<file path="config.mk">
export PLATFORM = sky130hd
export DESIGN_NAME = out_port_fifo
export DESIGN_NICKNAME = d
export VERILOG_FILES = /design/src/rtl/out_port_fifo.sv
export SDC_FILE = /design/constraint.sdc
export NUM_CORES = 1
export LEC_CHECK = 0
export BUFFER_PORTS_ARGS = -buffer_cell sky130_fd_sc_hd__buf_2
export CAP_MARGIN = 20
export CORE_MARGIN = 3
export CORE_UTILIZATION = 35
export DETAILED_ROUTE_END_ITERATION = 12
export HOLD_SLACK_MARGIN = 0.15
export SYNTH_ARGS = -nofsm -noshare
export SYNTH_HDL_FRONTEND = slang
export SYNTH_SLANG_ARGS = --single-unit
export TNS_END_PERCENT = 1
</file>
<file path="constraint.sdc">
create_clock -name clk -period 2.2 [get_ports clk]
set_clock_uncertainty 0.05 [all_clocks]
set_input_delay 0.22 -clock clk [delete_from_list [all_inputs] [get_ports clk]]
set_output_delay 0.22 -clock clk [all_outputs]
set_load 0.01 [all_outputs]
</file>
<file path="src/rtl/out_port_fifo.sv">
// CPU output-port FIFO with first-word fall-through head and full/empty/count status.
// Define OUT_PORT_OVF_EN to add the sticky overflow flag (ovf) and its clear (ovf_clr).
module out_port_fifo #(
    parameter int DW    = 16,
    parameter int DEPTH = 4
) (
    input  logic                     clk,
    input  logic                     reset,
    input  logic                     we,
    input  logic [DW-1:0]            wdata,
    output logic                     full,
    output logic                     empty,
    output logic [$clog2(DEPTH):0]   count,
    output logic                     out_valid,
    output logic [DW-1:0]            out_data,
    input  logic                     out_ready
`ifdef OUT_PORT_OVF_EN
    ,
    output logic                     ovf,
    input  logic                     ovf_clr
`endif
);

    localparam int AW = $clog2(DEPTH);
    localparam int CW = AW + 1;

    logic [DW-1:0] mem [DEPTH];
    logic [AW-1:0] wptr;
    logic [AW-1:0] rptr;
    logic          push;
    logic          pop;

    assign empty     = (count == '0);
    assign full      = (count == CW'(DEPTH));
    assign out_valid = !empty;
    // Head reads as zero while empty so the output is never X after reset.
    assign out_data  = empty ? '0 : mem[rptr];

    assign pop  = out_valid && out_ready;
    assign push = we && (!full || pop);

    // Storage is data only; the pointers and count decide what is visible.
    always_ff @(posedge clk) begin
        if (reset && push) begin
            mem[wptr] <= wdata;
        end
    end

    always_ff @(posedge clk or negedge reset) begin
        if (!reset) begin
            wptr  <= '0;
            rptr  <= '0;
            count <= '0;
        end else begin
            if (push) begin
                wptr <= wptr + 1'b1;
            end
            if (pop) begin
                rptr <= rptr + 1'b1;
            end
            if (push && !pop) begin
                count <= count + 1'b1;
            end else if (pop && !push) begin
                count <= count - 1'b1;
            end
        end
    end

`ifdef OUT_PORT_OVF_EN
    logic drop;
    assign drop = we && full && !pop;

    // A clear in the same cycle as a drop takes priority.
    always_ff @(posedge clk or negedge reset) begin
        if (!reset) begin
            ovf <= 1'b0;
        end else if (ovf_clr) begin
            ovf <= 1'b0;
        end else if (drop) begin
            ovf <= 1'b1;
        end
    end
`endif

endmodule

</file>
# ---- Word level (Yosys, flattened, before mapping)
# Memory sizes are Yosys's and may differ from the RTL's.
# Index checks and enable logic that the tools add are counted.
dict set report classes {
  n_addsub 4
  eq_ne 1
  muxes 5
  reduce_logical 12
}
# operator count
set op_table {}
lappend op_table {{16-bit two-way mux} 1}
lappend op_table {{3-bit two-way mux} 2}
lappend op_table {{1-bit logical AND} 5}
lappend op_table {{2-bit by 1-bit adder with 2-bit output, second input constant} 2}
lappend op_table {{1-bit zero test} 4}
lappend op_table {{3-bit by 1-bit adder with 3-bit output, second input constant} 1}
lappend op_table {{3-bit equality test, second input constant} 1}
lappend op_table {{3-bit zero test} 1}
lappend op_table {{3-bit by 1-bit subtractor with 3-bit output, second input constant} 1}
lappend op_table {{1-bit two-way mux} 2}
lappend op_table {{2-bit nonzero test} 1}
lappend op_table {{1-bit logical OR} 1}
dict set report totals {
  ff_bits 7
  ramBits 64
  in_bits 20
  output_inout_bits 22
  n_memories 1
}
# memory depth word_bits read_ports rd_ports_with_merged_regs wr line_no
set mem_list {}
lappend mem_list {mem 4 16 1 0 1 27} ;# logic [DW-1:0] mem [DEPTH];

# ---- Logic depth before layout (Yosys ltp)
# Gate-level depths: netlist of run 1.
dict set report depth {
  word_depth 9
  ltp_mapped 9
}

# ---- Least setup slack after synthesis of run 1
# OpenSTA, ideal clock, no wires.
dict set report synth_path {
  path_type {flip-flop to flip-flop}
  from {reg count[0]}
  to {reg count[2]}
  setup_ns 0.079
  arrival_time_ns 2.089
  setup_slack_ns -0.018
  stages_incl_launch_ff 10
  period_less_slack_ns 2.218
  cell_sequence {dfrtp_1 > or3_1 > clkbuf_1 > nand2_1 > ha_1 > inv_1 > fa_1 > xor2_1 > nor2_1 > xor2_1}
}
dict set report synth_via {
  elab_chain_len 8
}
# element line_no
set synth_rtl {}
lappend synth_rtl {{start, declared} 13} ;# output logic [$clog2(DEPTH):0] count,
lappend synth_rtl {{start signal, assigned} 62} ;# count <= count + 1'b1;
lappend synth_rtl {{start signal, assigned} 64} ;# count <= count - 1'b1;
lappend synth_rtl {{branches (longest 8 deep; another with 3-bit by 1-bit subtractor with 3-bit output)} -}
# Several ways; the timed one is not identified. The select of a mux whose other input is x is not followed.
# A chain may end at the register's enable or synchronous reset.

# ---- Final worst setup path of run 1
# Same ends and word-level chain as after synthesis.

==> results of run 1 <==
[cell usage in the layout, fill, tap and decap left out, types with 2 or more instances in the layout]
master	instances
dfrtp_1	6
and2_1	16
mux4_1	8
inv_1	5
xor2_1	2
ha_1	4
and3_1	4
clkinv_4	2
clkbuf_8	9
clkinv_2	2
buf_2	41
dlygate4sd3_1	18
mux2_2	2
mux4_2	8
buf_4	11
edfxtp_1	64
xnor2_1	4
[final cells by class]
class	instances	area (µm²)	area share [%]
Clock buffer	9	124	3.43
Clock inverter	6	38.8	1.07
Inverter	5	18.8	0.520
Multi-Input combinational cell	56	716	19.8
Sequential cell	71	2100	58.1
Tap cell	102	128	3.53
Timing Repair Buffer	71	488	13.5
[how the worst max path moves through the flow]
stage | from | slack, ps | end
final | count[0] | 90 | count[2]
after detailed placement | count[0] | 20 | count[2]
after global placement | count[0] | 110 | count[2]
after CTS | count[0] | 2 | count[2]
after global routing | count[0] | 9 | count[2]
after floorplan | count[0] | 0.7 | count[2]
[report_power, final]
group | switching, mW | internal, mW
clock | 0.444 | 0.398
combinational | 0.693 | 0.787
sequential | 0.106 | 1.68
total | 1.24 | 2.86
[what timing repair did]
item | 4_1_cts | 5_1_grt
gates resized for setup | 0 | 2
endpoints found under the hold margin | 72 | 0
buffers inserted | 0 | 1
hold buffers | 18 | 0
endpoints found under the setup margin | 0 | 1
[logic make-up (layout without fill, tap and decap cells)]
logic type	after synthesis	after routing
DFF	71	71
buffers and inverters	11	91
adders and majority gates	6	6
muxes	18	18
and+or+nand+nor	25	25
AOI/OAI and AO/OA	1	1
xor gates and xnor gates	6	6
[Yosys cell counts, drive strengths merged]
cell / count
edfxtp: 64
and2: 16
mux4: 16
dfrtp: 7
ha: 5
inv: 5
and3: 4
buf: 4
xnor2: 4
clkbuf: 2
mux2: 2
xor2: 2
a21boi: 1
fa: 1
nand2: 1
nand3: 1
nor2: 1
nor3b: 1
or3: 1
[worst max-delay path, delay by kind of cell (launching register included)]
family / cells / cell delay [ps]
adders and majority gates: 2 / 570
buffers and inverters: 1 / 50
DFF: 1 / 420
and+or+nand+nor: 3 / 630
xor gates and xnor gates: 2 / 310
[per-layer routing]
metal	GRT usage, %	share of wire [%]	vias to the layer above
met2	19.8	53	29
met1	13.5	41	758
li1	-	-	690
met5	0	0	-
met4	6.48	2.1	0
met3	1.80	3.4	10
[metrics by stage]
step	cell area (µm²)	power [mW]	std cells	setup WS, ps	hold WS, ps
3_3_place_gp	3260	3.27	286	115	35.6
2_1_floorplan	2880	2.79	138	0.692	-126
5_1_grt	3610	4.35	320	9.03	227
6_report	3610	4.10	320	90.7	217
3_5_place_dp	3260	3.30	286	19.9	35.3
4_1_cts	3600	4.18	319	2.49	209
[flip-flops by register name (all words and copies together) (netlist names)]
register  count
count         3
mem          64
rptr          2
wptr          2
==> key figures, run 1 <==
Power
  – Worst VDD drop: 0.000630 V
  – Leakage: roughly 1.4 nW
  – Power per Cell Area: 1140 mW/mm²

Clock tree
  – Register clock-pin slew on the reported worst setup and hold paths: 70 ps
  – TritonCTS Buffers: 9
  – CTS sink count: between 70 and 80
  – Later-pin clock latency in the skew report: between 300 and 400 ps
  – H-tree levels: 3
  – Clock Tree Root: clkbuf_8
  – Clock tree from TritonCTS: yes
  – Clock Path Buffers: 2

Die
  – Die width: 96.6 µm
  – # rows: 32
  – Die height: ~97 µm
  – Die Area: 0.00934 mm²
  – Initial Utilization: a little over a third
  – Placeable Area: 0.00785 mm²
  – I/O pins: 42

Finish
  – Area growth, synth to finish: 25.6%
  – Nets: 240
  – Share of post-route cells with drive strength above 1: 37.2%
  – Ant. Diodes: 0
  – Fin util: 46.0%
  – # fillers: 709

Hold path
  – Hold WC Path Type: input pin to async pin

Routing
  – 1st-pass router iterations: 4
  – DR vias: around 1.5k
  – DRT iter0 DRCs: 58
  – DR WL/cell: 15.6 µm
  – Number of routed nets with antenna violations: 0
  – Post-Route WL: between 4 and 5 mm
  – DRC errors left: 0
  – Via/cell ratio: 4.65

Yosys
  – Ys Warns: 0
  – Sequential share of the synthesized area: 72.9%
  – Compound-Gate Fraction of Synth Area: less than 1%
  – Synth area leaders: edfxtp_1 67%, mux4_1 7.3%, mux4_2 6.3%
  – Syn_nets: 164
  – Xor/xnor share of the synthesized area: 1.83%
  – Area share of the largest cell type after synthesis: 66.8%
  – Adder-cell area share of the yosys netlist: 2.87%
  – Simple-Gate Fraction of Synth Area: 5.27%
  – Cells after Synth: 138
  – Mux cell area share after synthesis: between 10% and 20%
  – Largest family of logic cells by synthesized area: multiplexers
  – Syn Area/Cell: 20.8 µm²
  – Post-Syn Area: about 0.0029 mm²
  – Cell taking the most area after synthesis: edfxtp_1
  – Yosys reg bits: 71
  – Distinct cells, synth: 22

Timing
  – Measured slew at the worst slew-check pin: 309 ps
  – Setup-failing EPs final: 0
  – Slew HR: 79.4%
  – F_max: 474 MHz
  – Fraction of the cycle the final worst path needs: 95.9%
  – Setup TNS Final: 0 ps
  – Unrepaired setup endpoints after global routing: false
  – Minimum clock period: between 2000 and 2500 ps
  – Final Max Slew Viols: 0
  – Hold Fails Final Rpt: 0

GRT
  – Grt total ovfl: 0
  – First-pass GRT wire length: between 8 and 9 mm
  – GRT Total Usage: 11.4%
  – Initial antenna violation count: 0
  – Pin count of the biggest net entering global routing: 20
  – Vias in the first global route: 1,560

Job
  – Max cap viols: 0

Placement
  – Routability congestion estimate: 0.652
  – Final HPWL from detailed placement: roughly 3.2 mm
  – Port buffer count: 41

Worst setup path
  – Worst EP arrival: 2310 ps
  – Cell mode on critical path: xor2_1
  – R2R setup slack: ~91 ps
  – Worst r2r dst: count[2]
  – Worst-path cell chain: or3_1 -> nand2_2 -> ha_2 -> inv_1 -> fa_1 -> xor2_1 -> nor2_1 -> xor2_1
  – Worst Setup End Kind: flip-flop
  – Setup CP Type: flip-flop to flip-flop
  – CP max stage cell: dfrtp_2
  – CP startpoint kind: flip-flop
  – Cells on worst reg2reg path: 8
  – Crit Path Max Fanout: 4
  – RR Startpoint: count[0]
  – CP max stage delay: about 420 ps
  – CP Data Required Time: 2400 ps

Status
  – Status: finished clean
(Power assumes the default switching activity.)
==> inputs of run 2 (changes only) <==
clock period = 2.3 ns   (was 2.2 ns; I/O delays follow)
==> run 2 against run 1 <==
  * Die area unchanged
  * Cell area increased by 0.38%
  * Final cell count decreased by 0.63%
  * Flip-flop and latch count unchanged
  * Setup slack improved by 52 ps
  * Clock power increased by 9.5%
  * Non-clock buffer count decreased by 3
  * Combinational power decreased by 5%
  * Hold slack improved by 4.3 ps
  * Routed wire length decreased by 0.16%
  * Sequential power decreased by 4%
  * Critical path type unchanged
  * Critical endpoint unchanged
==> key figures, run 2 (synthesis results as in run 1) <==
Finish
  – Largest reg by FF count: mem
  – Nets: 237
  – Post-route design area: 0.00362 mm²
  – Max FFs per register: 64
  – # fillers: roughly 690
  – Finished Layout Cells: 318
  – Register area: 0.00210 mm²
  – Ant. Diodes: 0
  – Most frequent cells in the layout: 64 x edfxtp_1, 41 x buf_2, 18 x dlygate4sd3_1
  – Regs by FF count: mem (64), count (3)
  – Most common cell after layout, fill and taps aside: edfxtp_1
  – Area growth, synth to finish: 26.1%
  – Multi-input gate area: 713 µm²
  – Share of post-route cells with drive strength above 1: 36.1%

Routing
  – 1st-pass router iterations: 4
  – DRT iter0 DRCs: 73
  – DRC errors left: 0
  – DR vias: ~1.5k
  – Post-Route WL: about 5 mm
  – Number of routed nets with antenna violations: 0
  – Via/cell ratio: 4.67
  – DR WL/cell: approximately 16 µm

Power
  – Leakage: 1.36 nW
  – Seq pwr share: 42.4%
  – Sw Pwr: around 1.2 mW
  – Clock power share: 22.8%
  – Worst VDD drop: 0.000603 V
  – Power per Cell Area: 1110 mW/mm²
  – Logic pwr share: roughly a third
  – Pint: ~2.8 mW
  – Switch share: 29.6%

Worst setup path
  – R2R setup slack: 140 ps
  – CP max stage delay: ~440 ps
  – CP startpoint kind: flip-flop
  – Cell mode on critical path: xor2_1
  – Worst Setup End Kind: flip-flop
  – Setup CP Type: flip-flop to flip-flop
  – Worst-path cell chain: or3_1 -> nand2_2 -> ha_1 -> inv_1 -> fa_1 -> xor2_1 -> nor2_1 -> xor2_1
  – CP Data Required Time: 2500 ps
  – WP buf/inv: 1
  – Worst EP arrival: between 2000 and 2500 ps
  – CP max stage cell: dfrtp_2
  – Kind of cell adding the most delay to the critical path: simple AND/OR/NAND/NOR gates
  – Crit Path Max Fanout: 5

Timing
  – Fraction of the cycle the final worst path needs: 93.8%
  – Hold WS: 221 ps
  – F_max: 464 MHz
  – Hold Fails Final Rpt: 0
  – Setup-failing EPs final: 0
  – Minimum clock period: around 2200 ps
  – Final worst slack: 143 ps
  – Final Max Slew Viols: 0
  – Slew HR: about 76%
  – Measured slew at the worst slew-check pin: about 360 ps

Die
  – Initial Utilization: 36.6%
  – Die Area: 0.00934 mm²
  – I/O pins: 42
  – Placeable Area: 0.00785 mm²
  – Die width: 96.6 µm
  – # rows: 32
  – Die height: a little under 100 µm

Clock tree
  – Register clock-pin slew on the reported worst setup and hold paths: 70 ps
  – CTS sink count: 71
  – Later-pin clock latency in the skew report: 340 ps
  – Clock tree from TritonCTS: yes
  – Clock Path Buffers: 2
  – Clock Tree Root: clkbuf_8
  – H-tree levels: 3
  – TritonCTS Buffers: 9

Status
  – Status: finished clean

Job
  – Max cap viols: 0

Placement
  – Placed Cells: about 280
  – Post-Place Worst Slack: 150 ps
  – Final HPWL from detailed placement: 3.14 mm
  – Placement Cell Area: 0.00324 mm²
  – Routability congestion estimate: 0.719
  – Port buffer count: 41

GRT
  – Initial antenna violation count: 0
  – Pin count of the biggest net entering global routing: 20
  – First-pass GRT wire length: 8.09 mm
  – Grt total ovfl: 0
  – Vias in the first global route: about 1.5k
  – GRT Total Usage: between 10% and 20%

Hold path
  – Hold WC Path Type: input pin to async pin
run 2: cell types whose count changed in the layout (fill, tap and decap cells not counted):
| cell | previous run | this run |
|---|---|---|
| bufinv_16 | 0 | 1 |
| clkinv_1 | 1 | 2 |
| ha_1 | 4 | 5 |
| clkinv_4 | 2 | 1 |
| buf_4 | 11 | 7 |
| buf_12 | 1 | 2 |
| dfrtp_2 | 1 | 2 |
| dfrtp_1 | 6 | 5 |
| ha_2 | 1 | 0 |
run 2: power groups by stage:
stage	logic [mW]	clock network [mW]	registers (mW)
after floorplan	0.959	0	1.71
after global placement	1.38	0	1.73
after detailed placement	1.40	0	1.74
after CTS	1.42	0.954	1.71
after global routing	1.55	1.02	1.74
final	1.41	0.922	1.71
run 2: per-layer routing:
metal  routed length [µm]  global-route usage, %  vias up
met4                  112                   6.16        0
met2                 2610                   18.9       25
met3                  144                   4.04        5
met1                 2110                   13.3      768
met5                    0                      0        -
li1                     -                      -      687
run 2: metrics by stage:
step | setup TNS (ps) | power [mW] | utilization (%)
2_1_floorplan | 0 | 2.66 | -
3_3_place_gp | 0 | 3.12 | 41.2
3_5_place_dp | 0 | 3.14 | 41.2
4_1_cts | 0 | 4.09 | 45.9
5_1_grt | -5.58 | 4.30 | 46.2
6_report | 0 | 4.04 | 46.2
run 2: repair_timing:
item                                    in CTS  in global routing
endpoints found under the hold margin       73                  0
hold buffers                                18                  0
gates resized for setup                      0                  3
buffers inserted                             0                  2
endpoints found under the setup margin       0                  2
run 2: final timing paths:
kind / cells after the start / from / endpoint
setup / recovery: 8 / count[0] / count[2]
max in group asynchronous: 2 / reset / rptr[0]
min in group clk: 4 / we / wptr[0]
hold reg to reg: 1 / count[0] / count[0]
hold / removal: 2 / reset / count[0]
setup reg to reg: 8 / count[0] / count[2]
run 2: area by class of cell:
class,count,share of cell area [%]
inverters,5,0.518
flip-flops and latches,71,57.9
clock inverters,7,1.76
well taps,102,3.52
clock buffers,9,3.42
repair buffers,68,13.2
multi-input cells,56,19.7
run 2: worst register-to-register path, stage by stage (launching register included):
cell and delay, ps:
dfrtp_2 440, or3_1 410, nand2_2 100, ha_1 190, inv_1 70, fa_1 370, xor2_1 150, nor2_1 130
xor2_1 180
==> inputs of run 3 (changes only) <==
CELL_PAD_IN_SITES_DETAIL_PLACEMENT = 1   (was not set)
CELL_PAD_IN_SITES_GLOBAL_PLACEMENT = 2   (was not set)
PLACE_DENSITY_LB_ADDON = 0.1   (was not set)
RECOVER_POWER = 50   (was not set)
==> run 3 against run 2 <==
  * Non-clock buffer count is 4 lower
  * Sequential share of layout area rose by 0.93 points
  * Die area unchanged
==> key figures, run 3 (synthesis results as in run 1) <==
Hold path
  – Hold WC Path Type: input pin to flip-flop
  – End of the worst hold path: wptr[0]
  – Worst Hold Depth: 3
  – Min-Delay Startpoint: we

Timing
  – Setup-failing EPs final: 0
  – Setup TNS Final: 0 ps
  – Unrepaired setup endpoints after global routing: true
  – Slew HR: 64.3%
  – Fraction of the cycle the final worst path needs: 94.1%
  – Minimum clock period: between 2000 and 2500 ps
  – Measured slew at the worst slew-check pin: between 500 and 600 ps
  – Final Max Slew Viols: 0
  – F_max: 462 MHz
  – Hold Fails Final Rpt: 0

Worst setup path
  – Cells on worst reg2reg path: 8
  – CP max stage cell: dfrtp_1
  – CP max stage delay: 430 ps
  – Setup CP Type: flip-flop to flip-flop
  – Worst Setup SP: count[2]
  – Worst-path cell chain: nor3b_1 -> a21boi_2 -> ha_1 -> inv_1 -> fa_1 -> xor2_1 -> nor2_1 -> xor2_1
  – RR Startpoint: count[2]
  – Worst Setup End Kind: flip-flop
  – Crit Path Max Fanout: 7
  – Worst r2r dst: count[2]
  – R2R setup slack: 140 ps
  – CP startpoint kind: flip-flop
  – Worst EP arrival: 2370 ps
  – Cell mode on critical path: xor2_1
  – CP Data Required Time: 2500 ps

Clock tree
  – Postcts setup bufs: 0
  – Register clock-pin slew on the reported worst setup and hold paths: 70 ps
  – Clock tree from TritonCTS: yes
  – Clock Tree Root: clkbuf_8
  – Later-pin clock latency in the skew report: approximately 330 ps
  – H-tree levels: 3
  – Clock Path Buffers: 2
  – TritonCTS Buffers: 9
  – CTS sink count: 71

Die
  – Initial Utilization: approximately 37%
  – Die height: around 97 µm
  – I/O pins: 42
  – # rows: 32
  – Placeable Area: 0.00785 mm²
  – Die Area: approximately 0.0093 mm²
  – Die width: 96.6 µm

GRT
  – Grt total ovfl: 0
  – Vias in the first global route: 1,576
  – Initial antenna violation count: 0
  – GRT Total Usage: 12.1%
  – Pin count of the biggest net entering global routing: 20
  – First-pass GRT wire length: around 8.6 mm

Finish
  – Area growth, synth to finish: 23.9%
  – Register area: approximately 0.0021 mm²
  – Share of post-route cells with drive strength above 1: 25.9%
  – Finished Layout Cells: 314
  – Largest reg by FF count: mem
  – Nets: 233
  – # fillers: between 700 and 800
  – Most frequent cells in the layout: 64 x edfxtp_1, 22 x buf_2, 21 x clkbuf_1
  – Ant. Diodes: 0
  – Max FFs per register: 64
  – Most common cell after layout, fill and taps aside: edfxtp_1
  – Regs by FF count: mem (64), count (3)
  – Multi-input gate area: roughly 720 µm²

Routing
  – Number of routed nets with antenna violations: 0
  – Via/cell ratio: 4.76
  – DR vias: 1,495
  – Post-Route WL: about 5.4 mm
  – DRT iter0 DRCs: 22
  – DRC errors left: 0
  – DR WL/cell: 17.1 µm
  – 1st-pass router iterations: 4

Power
  – Tot Pwr: 4.12 mW
  – Leakage: around 1.3 nW
  – Power per Cell Area: about 1200 mW/mm²
  – Worst VDD drop: 0.000529 V

Status
  – Status: finished clean

Placement
  – Placed Cells: 280
  – Routability congestion estimate: 0.716
  – Final HPWL from detailed placement: 3.44 mm
  – Port buffer count: 41

Job
  – Max cap viols: 0
run 3: worst max-delay path by stage:
stage	cells after the start	slack, ps	end
floorplan	9	80	count[2]
global placement	3	130	mem[3][12]
detailed placement	3	90	mem[2][12]
CTS	3	80	mem[0][3]
global route	8	-40	count[2]
finish	8	140	count[2]
run 3: repair_timing:
action / 4_1_cts / 5_1_grt
gates resized for setup: 0 / 4
hold buffers: 18 / 0
endpoints found under the hold margin: 72 / 0
setup endpoints to repair: 0 / 65
run 3: per-layer routing:
layer	global-route usage, %	up-vias	routed length [µm]
met2	19.9	31	2700
met3	2.24	8	164
met5	0	-	0
li1	-	680	-
met4	6.16	0	106
met1	15.5	776	2390
run 3: final cells by class:
cell class / instances / share of cell area (%)
sequential: 71 / 58.8
clock inverter: 5 / 2.07
clock buffer: 11 / 3.69
timing repair buffer: 64 / 11.2
inverter: 5 / 0.527
tap: 102 / 3.58
multi-input combinational: 56 / 20.1
run 3: metrics by stage:
stage	setup slack, ps	util, %	hold slack (ps)	area [µm²]
final	136	45.4	318	3560
after global routing	-39.7	45.4	317	3560
after floorplan	81.9	-	-116	2880
after detailed placement	87.1	40.7	49.1	3200
after global placement	134	40.7	42.2	3200
after CTS	77.0	45.6	208	3580
run 3: power breakdown:
part	total, mW	leakage, nW	internal, mW	switching [mW]
registers	1.69	0.663	1.60	0.0916
clock network	1.03	0.105	0.605	0.427
logic	1.40	0.522	0.708	0.687
total	4.12	1.29	2.92	1.21
run 3: worst max-delay path: cells and delay by family (launching register included):
family	cells	cell delay [ps]
xor+xnor	2	310
simple gates	2	310
flops	1	430
buf+inv	1	60
fa+ha+maj	2	630
compound gates	1	310
